[src/rtl/float_triplet_sort_stream.sv]
// Stream adapter: packs three serial floats into a triplet, sorts them through
// sort_three_floats, and re-emits them in ascending order with a last marker.

module sort_three_floats #(
   parameter int FLEN = 64
) (
   input  logic [2:0][FLEN-1:0] unsorted,
   output logic [2:0][FLEN-1:0] sorted,
   output logic                 err
);

   function automatic logic is_nan(input logic [FLEN-1:0] v);
      return (&v[FLEN-2:52]) && (|v[51:0]);
   endfunction

   // Sign-magnitude ordering; -0.0 and +0.0 compare equal.
   function automatic logic le(input logic [FLEN-1:0] a, input logic [FLEN-1:0] b);
      logic             sa, sb;
      logic [FLEN-2:0]  ma, mb;
      sa = a[FLEN-1];
      sb = b[FLEN-1];
      ma = a[FLEN-2:0];
      mb = b[FLEN-2:0];
      if (sa && sb)
         return ma >= mb;
      else if (sa && !sb)
         return 1'b1;
      else if (!sa && sb)
         return (ma == '0) && (mb == '0);
      else
         return ma <= mb;
   endfunction

   logic [2:0][FLEN-1:0] s;
   logic [FLEN-1:0]      t;

   // Three-comparator bubble network; swaps only on strict inversion so equal keys stay in order.
   always_comb begin
      s = unsorted;
      t = '0;
      if (!le(s[0], s[1])) begin
         t = s[0]; s[0] = s[1]; s[1] = t;
      end
      if (!le(s[1], s[2])) begin
         t = s[1]; s[1] = s[2]; s[2] = t;
      end
      if (!le(s[0], s[1])) begin
         t = s[0]; s[0] = s[1]; s[1] = t;
      end
      sorted = s;
      err    = is_nan(unsorted[0]) | is_nan(unsorted[1]) | is_nan(unsorted[2]);
   end

endmodule

module float_triplet_sort_stream #(
   parameter int FLEN = 64
) (
   input  logic            clk,
   input  logic            rst_n,
   input  logic            up_valid,
   output logic            up_ready,
   input  logic [FLEN-1:0] up_data,
   output logic            down_valid,
   input  logic            down_ready,
   output logic [FLEN-1:0] down_data,
   output logic            down_last,
   output logic            down_err
);

   typedef enum logic [1:0] {
      FILL = 2'd0,
      SORT = 2'd1,
      EMIT = 2'd2
   } state_t;

   state_t               state, state_d;
   logic [1:0]           idx, idx_d;
   logic                 rdy_q;
   logic [2:0][FLEN-1:0] fill_buf;
   logic [2:0][FLEN-1:0] sorted_q;
   logic [2:0][FLEN-1:0] sorted;
   logic                 err_q, err;
   logic                 up_fire, down_fire;
   logic [1:0]           slot;

   // Index 3 is never reached; decode it as 0 for safety.
   function automatic logic [1:0] slot_of(input logic [1:0] i);
      return (i == 2'd3) ? 2'd0 : i;
   endfunction

   sort_three_floats #(.FLEN(FLEN)) u_sort (
      .unsorted (fill_buf),
      .sorted   (sorted),
      .err      (err)
   );

   assign slot       = slot_of(idx);
   assign up_ready   = (state == FILL) && rdy_q;
   assign up_fire    = up_valid && up_ready;
   assign down_valid = (state == EMIT);
   assign down_fire  = down_valid && down_ready;
   assign down_data  = down_valid ? sorted_q[slot] : '0;
   assign down_last  = down_valid && (slot == 2'd2);
   assign down_err   = down_valid && err_q;

   always_comb begin
      state_d = state;
      idx_d   = idx;
      unique case (state)
         FILL: begin
            if (up_fire) begin
               if (slot == 2'd2) begin
                  idx_d   = 2'd0;
                  state_d = SORT;
               end else begin
                  idx_d = slot + 2'd1;
               end
            end
         end
         SORT: begin
            state_d = EMIT;
         end
         EMIT: begin
            if (down_fire) begin
               if (slot == 2'd2) begin
                  idx_d   = 2'd0;
                  state_d = FILL;
               end else begin
                  idx_d = slot + 2'd1;
               end
            end
         end
         default: begin
            state_d = FILL;
            idx_d   = 2'd0;
         end
      endcase
   end

   always_ff @(posedge clk or negedge rst_n) begin
      if (!rst_n) begin
         state <= FILL;
         idx   <= 2'd0;
         rdy_q <= 1'b0;
      end else begin
         state <= state_d;
         idx   <= idx_d;
         rdy_q <= 1'b1;
      end
   end

   // Triplet capture and sorter result registers.
   always_ff @(posedge clk or negedge rst_n) begin
      if (!rst_n) begin
         fill_buf <= '0;
         sorted_q <= '0;
         err_q    <= 1'b0;
      end else begin
         if (up_fire)
            fill_buf[slot] <= up_data;
         if (state == SORT) begin
            sorted_q <= sorted;
            err_q    <= err;
         end
      end
   end

endmodule

[config.mk]
export PLATFORM = sky130hd
export DESIGN_NAME = float_triplet_sort_stream
export DESIGN_NICKNAME = d
export VERILOG_FILES = /design/src/rtl/float_triplet_sort_stream.sv
export SDC_FILE = /design/constraint.sdc
export NUM_CORES = 1
export LEC_CHECK = 0
export ABC_AREA = 0
export BUFFER_PORTS_ARGS = -buffer_cell sky130_fd_sc_hd__buf_2
export CAP_MARGIN = 20
export CORE_UTILIZATION = 50
export CTS_CLUSTER_SIZE = 20
export DETAILED_ROUTE_END_ITERATION = 16
export HOLD_SLACK_MARGIN = 0.03
export PLACE_DENSITY_LB_ADDON = 0.08
export SYNTH_ARGS = -nofsm -noshare
export SYNTH_HDL_FRONTEND = slang
export SYNTH_HIERARCHICAL = 1
export SYNTH_SLANG_ARGS = --single-unit
[constraint.sdc]
create_clock -name clk -period 8.9 [get_ports clk]
set_input_delay 1.335 -clock clk [delete_from_list [all_inputs] [get_ports clk]]
set_output_delay 1.335 -clock clk [all_outputs]
set_load 0.05 [all_outputs]
==> results.toml, run 1 <==
[timing]
report.final.slew_viol_count = 0
fmax_mhz = 109.2
slew_headroom_pct = 19.65
fin_crit_sh_pct = 102.9
worst_slack_ns = -0.2584
finClkSkew_ns = 0.02188
worst_pin_slew_ns = 1.205
rsz0062_at_grt = "yes"
finalSetupViolCount = 126
finalCriticalPeriod_ns = 9.158
hold_viol_final = 0

[place]
io_buffers = 135
detailed_place_hpwl_um = 56420
place_congestion = 0.9130
dp_slack_ns = -1.199

[logic_synthesis]
synth-xor-area-share_pct = 0
synth.largest_area_cell = "dfrtp_1"
synth_top_area_share_pct = 37.47
seq_area_frac_synth_pct = 37.47
synth_mux_area_share_pct = 30.40
synth.distinct_cells = 63
synthSimpleGateAreaFrac_pct = 9.429
synthTopCellsByCount = "390 x dfrtp_1, 319 x mux2i_1, 276 x mux2_2"
syn_inst = 2478
synth-seq-cells = 390
yosysWarnings = 6
synth-compound-area-share_pct = 7.791
synthMostInstantiatedCell = "dfrtp_1"
synth-edff-count = 0
syn_area_per_cell_um2 = 10.51
synth_top_flop_cell = "dfrtp_1"
syn_nets = 2739
synthTopCellsByArea = "dfrtp_1 37%, mux2i_1 12%, mux2_2 12%"
ys_async_sr_fraction_pct = 100.0
synth_top_family_by_area = "multiplexers"
synth-adder-area-share_pct = 9.271
syn-cell-area_um2 = 26050

[global_routing]
grt_pass1_vias = 22094
grt_max_degree = 164
grt_usage_pct = 30.17
grt_antenna_before_repair = 0
grt_overflow_total = 0
grt_first_pass_wirelength_um = 124700

[cells_and_area]
antenna_cells = 0
layout-drive-gt1-share_pct = 42.89
synthToLayoutAreaGrowth_pct = 33.22
nets = 3309

[run]
drv_cap = 0

[detailed_routing]
routed_wl_um = 81200
drt-vias-per-instance = 5.643
postRouteAntennaNets = 0
drt_iter0_markers = 1294
num_vias = 21218
drtPass1Iterations = 5
wl_per_cell_um = 21.60
drc_errors = 0

[floorplanning]
coreArea_um2 = 51410
fp.dieH_um = 230.2
num_rows = 83
start_util_pct = 50.67
chipWidth_um = 230.2
die_area_um2 = 53010
boundaryPins = 136

[worst_setup_path]
cp_num_buf_inv = 11
cp.arrival_ns = 9.63
cp_top_family = "compound AO/OA/AOI/OAI gates"
critical-path-max-stage-delay_ns = 0.43
endpoint_kind = "flip-flop"
cp.required_ns = 9.37
cp-start-kind = "flip-flop"
cp_max_fo = 8
cpMostUsedCell = "buf_12"
crit_slowest_cell = "or4_4"
critical_path_class = "flip-flop to flip-flop"

[clock_network]
cts_sinks = 390
clock_latency_ns = 0.59
clk_pin_slew_worst_paths_ns = 0.06
cts_max_path_buffers = 3
htreeDepth = 2
clockRootBuffer = "clkbuf_16"
cts_tree = "done"
cts_buffers = 46

[run_status]
violations = "setup timing"
status = "complete, but fails checks"

[worst_hold_path]
hold_class = "flip-flop to flip-flop"
==> final cells by class <==
| cell class | count | area (um^2) |
|---|---|---|
| clock buffer | 68 | 1365 |
| timing repair buffer | 649 | 5428 |
| sequential | 390 | 9761 |
| clock inverter | 12 | 214.0 |
| tap | 680 | 850.8 |
| fill | 3974 | 16710 |
| multi-input combinational | 1758 | 16320 |
| inverter | 203 | 762.0 |
==> kinds of logic after synthesis <==
family	count (synthesis)
flops	390
buf+inv	330
other cells	1
compound gates	364
fa+ha+maj	193
simple gates	494
mux	706
==> metal layers <==
layer  global-route usage (%)  vias up  wire (um)  part of all wire (%)
li1                         -     9982          -                     -
met1                    38.51    10698      35360                    44
met2                    53.52      427      40700                    50
met3                    3.336      111       3070                   3.8
met4                    8.816        0       2076                   2.6
met5                        0        -          0                     0
==> path summary, 6_finish.rpt <==
check,slack [ns],start,endpoint,cells after the start
max reg2reg,-0.26,fill_buf[48],sorted_q[36],44
max in group asynchronous,6.68,rst_n,fill_buf[125],2
min,0.50,sorted_q[20],sorted_q[20],1
max,-0.26,fill_buf[48],sorted_q[36],44
min reg2reg,0.50,sorted_q[20],sorted_q[20],1
min in group asynchronous,0.76,rst_n,sorted_q[138],1
==> cells in the final DEF, fill, tap and decap left out, types with 18 or more instances in the layout <==
cell and count:
buf_4 438, dfrtp_1 389, mux2i_1 290, nand2_1 210, inv_1 197, mux2_2 192
mux2_4 182, ha_1 171, buf_2 134, a21oi_1 126, o21ai_0 120, or2_2 64
clkbuf_16 52, nand4_1 48, nor4_1 34, nor2_1 25, nand3_1 24, o21ai_1 24
a21o_1 22, ha_4 21, buf_12 21, o21ai_2 20, buf_6 18
==> repair_timing <==
item	4_1_cts	5_1_grt
setup endpoints to repair	126	126
gates resized for setup	226	169
setup buffers	69	18
pin swaps	48	41
hold buffers	0	0
cloned	12	5
==> sequential cells by signal, summed over array words and instances (netlist names) <==
| signal | flops |
|---|---|
| idx | 2 |
| sorted_q | 192 |
| fill_buf | 192 |
| err_q | 1 |
| rdy_q | 1 |
| state | 2 |
==> through the flow <==
step | utilization, % | hold slack (ns) | cell area [um^2] | instances | setup TNS, ns
after detailed placement | 58.82 | 0.4947 | 30240 | 3580 | -143.56
final | 67.50 | 0.5035 | 34700 | 3760 | -20.62
after CTS | 65.50 | 0.5078 | 33670 | 3738 | -2.594
after global placement | 58.82 | 0.4882 | 30240 | 3580 | -138.43
after floorplan | - | 0.4720 | 26050 | 2478 | 0
after global routing | 67.50 | 0.5171 | 34700 | 3760 | -49.70
Power of run 1 is left out: the tool's default activity adds up to more than one toggle a clock period on the data nets, which glitch-free logic cannot reach.
==> run 2: changes to the inputs <==
--- a/config.mk
+++ b/config.mk
@@ -9,6 +9,7 @@
 export BUFFER_PORTS_ARGS = -buffer_cell sky130_fd_sc_hd__buf_2
 export CAP_MARGIN = 20
 export CORE_UTILIZATION = 50
+export CTS_BUF_LIST = sky130_fd_sc_hd__clkbuf_16
 export CTS_CLUSTER_SIZE = 20
 export DETAILED_ROUTE_END_ITERATION = 16
 export HOLD_SLACK_MARGIN = 0.03
==> run 2 against run 1 <==
Net effect: the run still ends with setup timing left; critical path depth increased by 1; largest cell class unchanged; clock skew increased by 0.0038 ns; core utilization decreased by 1.0 points; highest routed layer unchanged; global-route usage about the same.
==> results.toml, run 2 (same netlist as run 1, synthesis figures left out) <==
[timing]
rsz0062_at_grt = "yes"
finalSetupViolCount = 126
fin_crit_sh_pct = 102.6
worst_slack_ns = -0.2303
finalCriticalPeriod_ns = 9.130
hold_viol_final = 0
finClkSkew_ns = 0.02573
worst_pin_slew_ns = 1.130
report.final.slew_viol_count = 0
slew_headroom_pct = 24.65
fmax_mhz = 109.5

[worst_setup_path]
cp.required_ns = 9.36
endpoint = "sorted_q[106]"
reg2reg_depth = 45
cp-start-kind = "flip-flop"
cpMostUsedCell = "buf_12"
endpoint_kind = "flip-flop"
timing.critical_path.from = "fill_buf[48]"
rrSetupSlack_ns = -0.23
cp_top_family = "compound AO/OA/AOI/OAI gates"
critical_path_class = "flip-flop to flip-flop"
critical-path-max-stage-delay_ns = 0.54
crit_slowest_cell = "or4_4"
crit_cells = 45
cp_num_buf_inv = 14
cp_max_fo = 11
reg2reg_from = "fill_buf[48]"
cp.arrival_ns = 9.59
r2r-end = "sorted_q[106]"

[cells_and_area]
fillers = 4015
final_cell_area_um2 = 34190
antenna_cells = 0
final_cell_mix = "448 x buf_4, 389 x dfrtp_1, 297 x mux2i_1, 247 x mux2_2, 213 x nand2_1"
seq_area_um2 = 9761
layout-drive-gt1-share_pct = 42.05
reg_top3 = "fill_buf x192, sorted_q x192"
nets = 3309
synthToLayoutAreaGrowth_pct = 31.25
layout_commonest_cell = "buf_4"
multi_input_area_um2 = 16030

[clock_network]
cts_sinks = 390
clk_pin_slew_worst_paths_ns = 0.07
clockRootBuffer = "clkbuf_16"
cts_tree = "done"
cts_buffers = 46
cts_max_path_buffers = 3
clock_latency_ns = 0.59
htreeDepth = 2

[floorplanning]
chipWidth_um = 230.2
fp.dieH_um = 230.2
start_util_pct = 50.67
die_area_um2 = 53010
boundaryPins = 136
coreArea_um2 = 51410
num_rows = 83

[detailed_routing]
routed_wl_um = 80450
drtPass1Iterations = 5
postRouteAntennaNets = 0
wl_per_cell_um = 21.40
drt-vias-per-instance = 5.635
num_vias = 21189
drt_iter0_markers = 1343
drc_errors = 0

[global_routing]
grt_pass1_vias = 22115
grt_max_degree = 164
grt_first_pass_wirelength_um = 124600
grt_usage_pct = 30.18
grt_overflow_total = 0
grt_antenna_before_repair = 0

[place]
dpl_cell_area_um2 = 30240
detailed_place_hpwl_um = 56420
place_congestion = 0.9130
io_buffers = 135

[run_status]
violations = "setup timing"
status = "complete, but fails checks"

[run]
drv_cap = 0

[worst_hold_path]
hold_class = "flip-flop to flip-flop"
-- run 2: worst min-delay path by stage --
stage	to	start	depth (start not counted)
after global placement	err_q	err_q	1
after floorplan	err_q	err_q	1
final	sorted_q[10]	sorted_q[10]	1
after global routing	sorted_q[58]	sorted_q[58]	1
after detailed placement	sorted_q[108]	sorted_q[108]	1
after CTS	sorted_q[21]	sorted_q[21]	1
-- run 2: layer usage --
layer,track usage [%],vias to the layer above,share of wire (%)
met3,3.187,137,3.8
met4,9.375,0,3.1
met2,53.38,484,50
met5,0,-,0
met1,38.53,10556,43
li1,-,10012,-
-- run 2: cell type report --
class                   count  area share (%)
clock buffers              47           3.440
clock inverters            33          0.8564
inverters                 203           2.229
multi-input cells        1758           46.88
flip-flops and latches    390           28.55
well taps                 680           2.489
repair buffers            649           15.56
-- run 2: through the flow --
stage	util, %	setup slack [ns]	TNS, ns	instances	hold slack (ns)
global route	66.50	-0.4568	-44.80	3760	0.5172
finish	66.50	-0.2303	-13.67	3760	0.5043
floorplan	-	0.4588	0	2478	0.4720
global placement	58.82	-1.144	-138.43	3580	0.4882
CTS	65.33	-0.07887	-2.514	3741	0.5078
detailed placement	58.82	-1.199	-143.56	3580	0.4947
-- run 2: worst register-to-register path: cells and delay by family (launching register included) --
family,cells,cell delay [ns]
buf+inv,14,2.06
mux,3,0.73
simple gates,10,2.17
compound gates,15,2.86
flops,1,0.42
fa+ha+maj,3,0.77
-- run 2: what timing repair did --
action / CTS / global route
pin swaps: 45 / 18
endpoints found under the setup margin: 126 / 126
gates cloned: 12 / 3
resized for setup: 226 / 86
hold buffers: 0 / 0
setup buffers: 72 / 19
Power of run 2 is left out for the same reason.
==> run 3: changes to the inputs <==
--- a/config.mk
+++ b/config.mk
@@ -14,6 +14,7 @@
 export DETAILED_ROUTE_END_ITERATION = 16
 export HOLD_SLACK_MARGIN = 0.03
 export PLACE_DENSITY_LB_ADDON = 0.08
+export SKIP_CTS_REPAIR_TIMING = 1
 export SYNTH_ARGS = -nofsm -noshare
 export SYNTH_HDL_FRONTEND = slang
 export SYNTH_HIERARCHICAL = 1
==> run 3 against run 2 <==
Net effect: the flow still finishes with violations (setup timing); critical path depth rose by 1; sequential cell count did not move; critical endpoint unchanged; die area unchanged; register-to-register slack worse by 0.08 ns; clock-buffer cell count unchanged; first-iteration DRC count up 6.3%; sequential share of layout area grew 0.32 points; clock skew barely moved; maximum frequency down 0.81%; design area shrank 1.1%.
==> results.toml, run 3 (same netlist as run 1, synthesis figures left out) <==
[worst_setup_path]
cp.arrival_ns = 9.67
cp-start-kind = "flip-flop"
cp_num_buf_inv = 13
critical-path-max-stage-delay_ns = 0.43
cpMostUsedCell = "buf_12"
cp_max_fo = 27
cp.required_ns = 9.36
cp_top_family = "compound AO/OA/AOI/OAI gates"
crit_slowest_cell = "or4_4"
critical_path_class = "flip-flop to flip-flop"
endpoint_kind = "flip-flop"

[detailed_routing]
drt-vias-per-instance = 5.675
wl_per_cell_um = 21.66
routed_wl_um = 80730
postRouteAntennaNets = 0
drtPass1Iterations = 5
num_vias = 21157
drc_errors = 0
drt_iter0_markers = 1428

[timing]
finalSetupViolCount = 126
report.final.slew_viol_count = 0
finalCriticalPeriod_ns = 9.205
slew_headroom_pct = 23.25
fmax_mhz = 108.6
worst_pin_slew_ns = 1.151
hold_ws_ns = 0.5050
fin_crit_sh_pct = 103.4
finClkSkew_ns = 0.02559
rsz0062_at_grt = "yes"
hold_viol_final = 0
worst_slack_ns = -0.3053

[floorplanning]
fp.dieH_um = 230.2
coreArea_um2 = 51410
num_rows = 83
die_area_um2 = 53010
boundaryPins = 136
chipWidth_um = 230.2
start_util_pct = 50.67

[place]
place_congestion = 0.9130
detailed_place_hpwl_um = 56420
io_buffers = 135
dpl_cell_area_um2 = 30240

[cells_and_area]
antenna_cells = 0
seq_area_um2 = 9761
final_cell_area_um2 = 33810
synthToLayoutAreaGrowth_pct = 29.79
fillers = 4067
multi_input_area_um2 = 15880
layout-drive-gt1-share_pct = 40.88
nets = 3277
final_cell_mix = "417 x buf_4, 389 x dfrtp_1, 290 x mux2i_1, 224 x mux2_2, 213 x nand2_1"
layout_commonest_cell = "buf_4"
reg_top3 = "fill_buf x192, sorted_q x192"

[clock_network]
clock_latency_ns = 0.59
cts_buffers = 46
clk_pin_slew_worst_paths_ns = 0.06
cts_sinks = 390
clockRootBuffer = "clkbuf_16"
cts_tree = "done"
htreeDepth = 2
cts_max_path_buffers = 3

[run_status]
status = "complete, but fails checks"
violations = "setup timing"

[global_routing]
grt_overflow_total = 0
grt_antenna_before_repair = 0
grt_max_degree = 164
grt_usage_pct = 28.57
grt_pass1_vias = 21129
grt_first_pass_wirelength_um = 118400

[worst_hold_path]
hold_class = "flip-flop to flip-flop"

[run]
drv_cap = 0
-- run 3: worst paths after layout --
check                               from            end  slack (ns)  cells past startpoint
setup reg to reg            fill_buf[69]  sorted_q[106]       -0.31                     46
max in group asynchronous          rst_n   sorted_q[99]        6.71                      2
min in group asynchronous          rst_n  sorted_q[138]        0.75                      1
hold reg to reg            sorted_q[156]  sorted_q[156]        0.51                      1
setup / recovery            fill_buf[69]  sorted_q[106]       -0.31                     46
hold / removal             sorted_q[156]  sorted_q[156]        0.51                      1
-- run 3: area by class of cell --
type	instances	area share (%)
Multi-Input combinational cell	1758	46.99
Sequential cell	390	28.87
Timing Repair Buffer	617	15.03
Clock buffer	47	3.479
Tap cell	680	2.517
Inverter	203	2.254
Clock inverter	33	0.8661
-- run 3: through the flow --
step                      std cells  utilization (%)  TNS, ns  setup WS, ns
after floorplan                2478                -        0        0.4588
after global placement         3580            58.82  -138.43        -1.144
after detailed placement       3580            58.82  -143.56        -1.199
after CTS                      3660            61.68  -151.41        -1.267
after global routing           3728            65.76   -65.27       -0.5811
final                          3728            65.76   -30.21       -0.3053
-- run 3: routing by layer --
layer | vias to the layer above | share of wire (%) | global-route usage, %
met3 | 111 | 4.3 | 2.902
met2 | 485 | 50 | 50.54
li1 | 9937 | - | -
met5 | - | 0 | 0
met1 | 10624 | 43 | 37.04
met4 | 0 | 2.2 | 7.575
Power of run 3 is left out for the same reason.
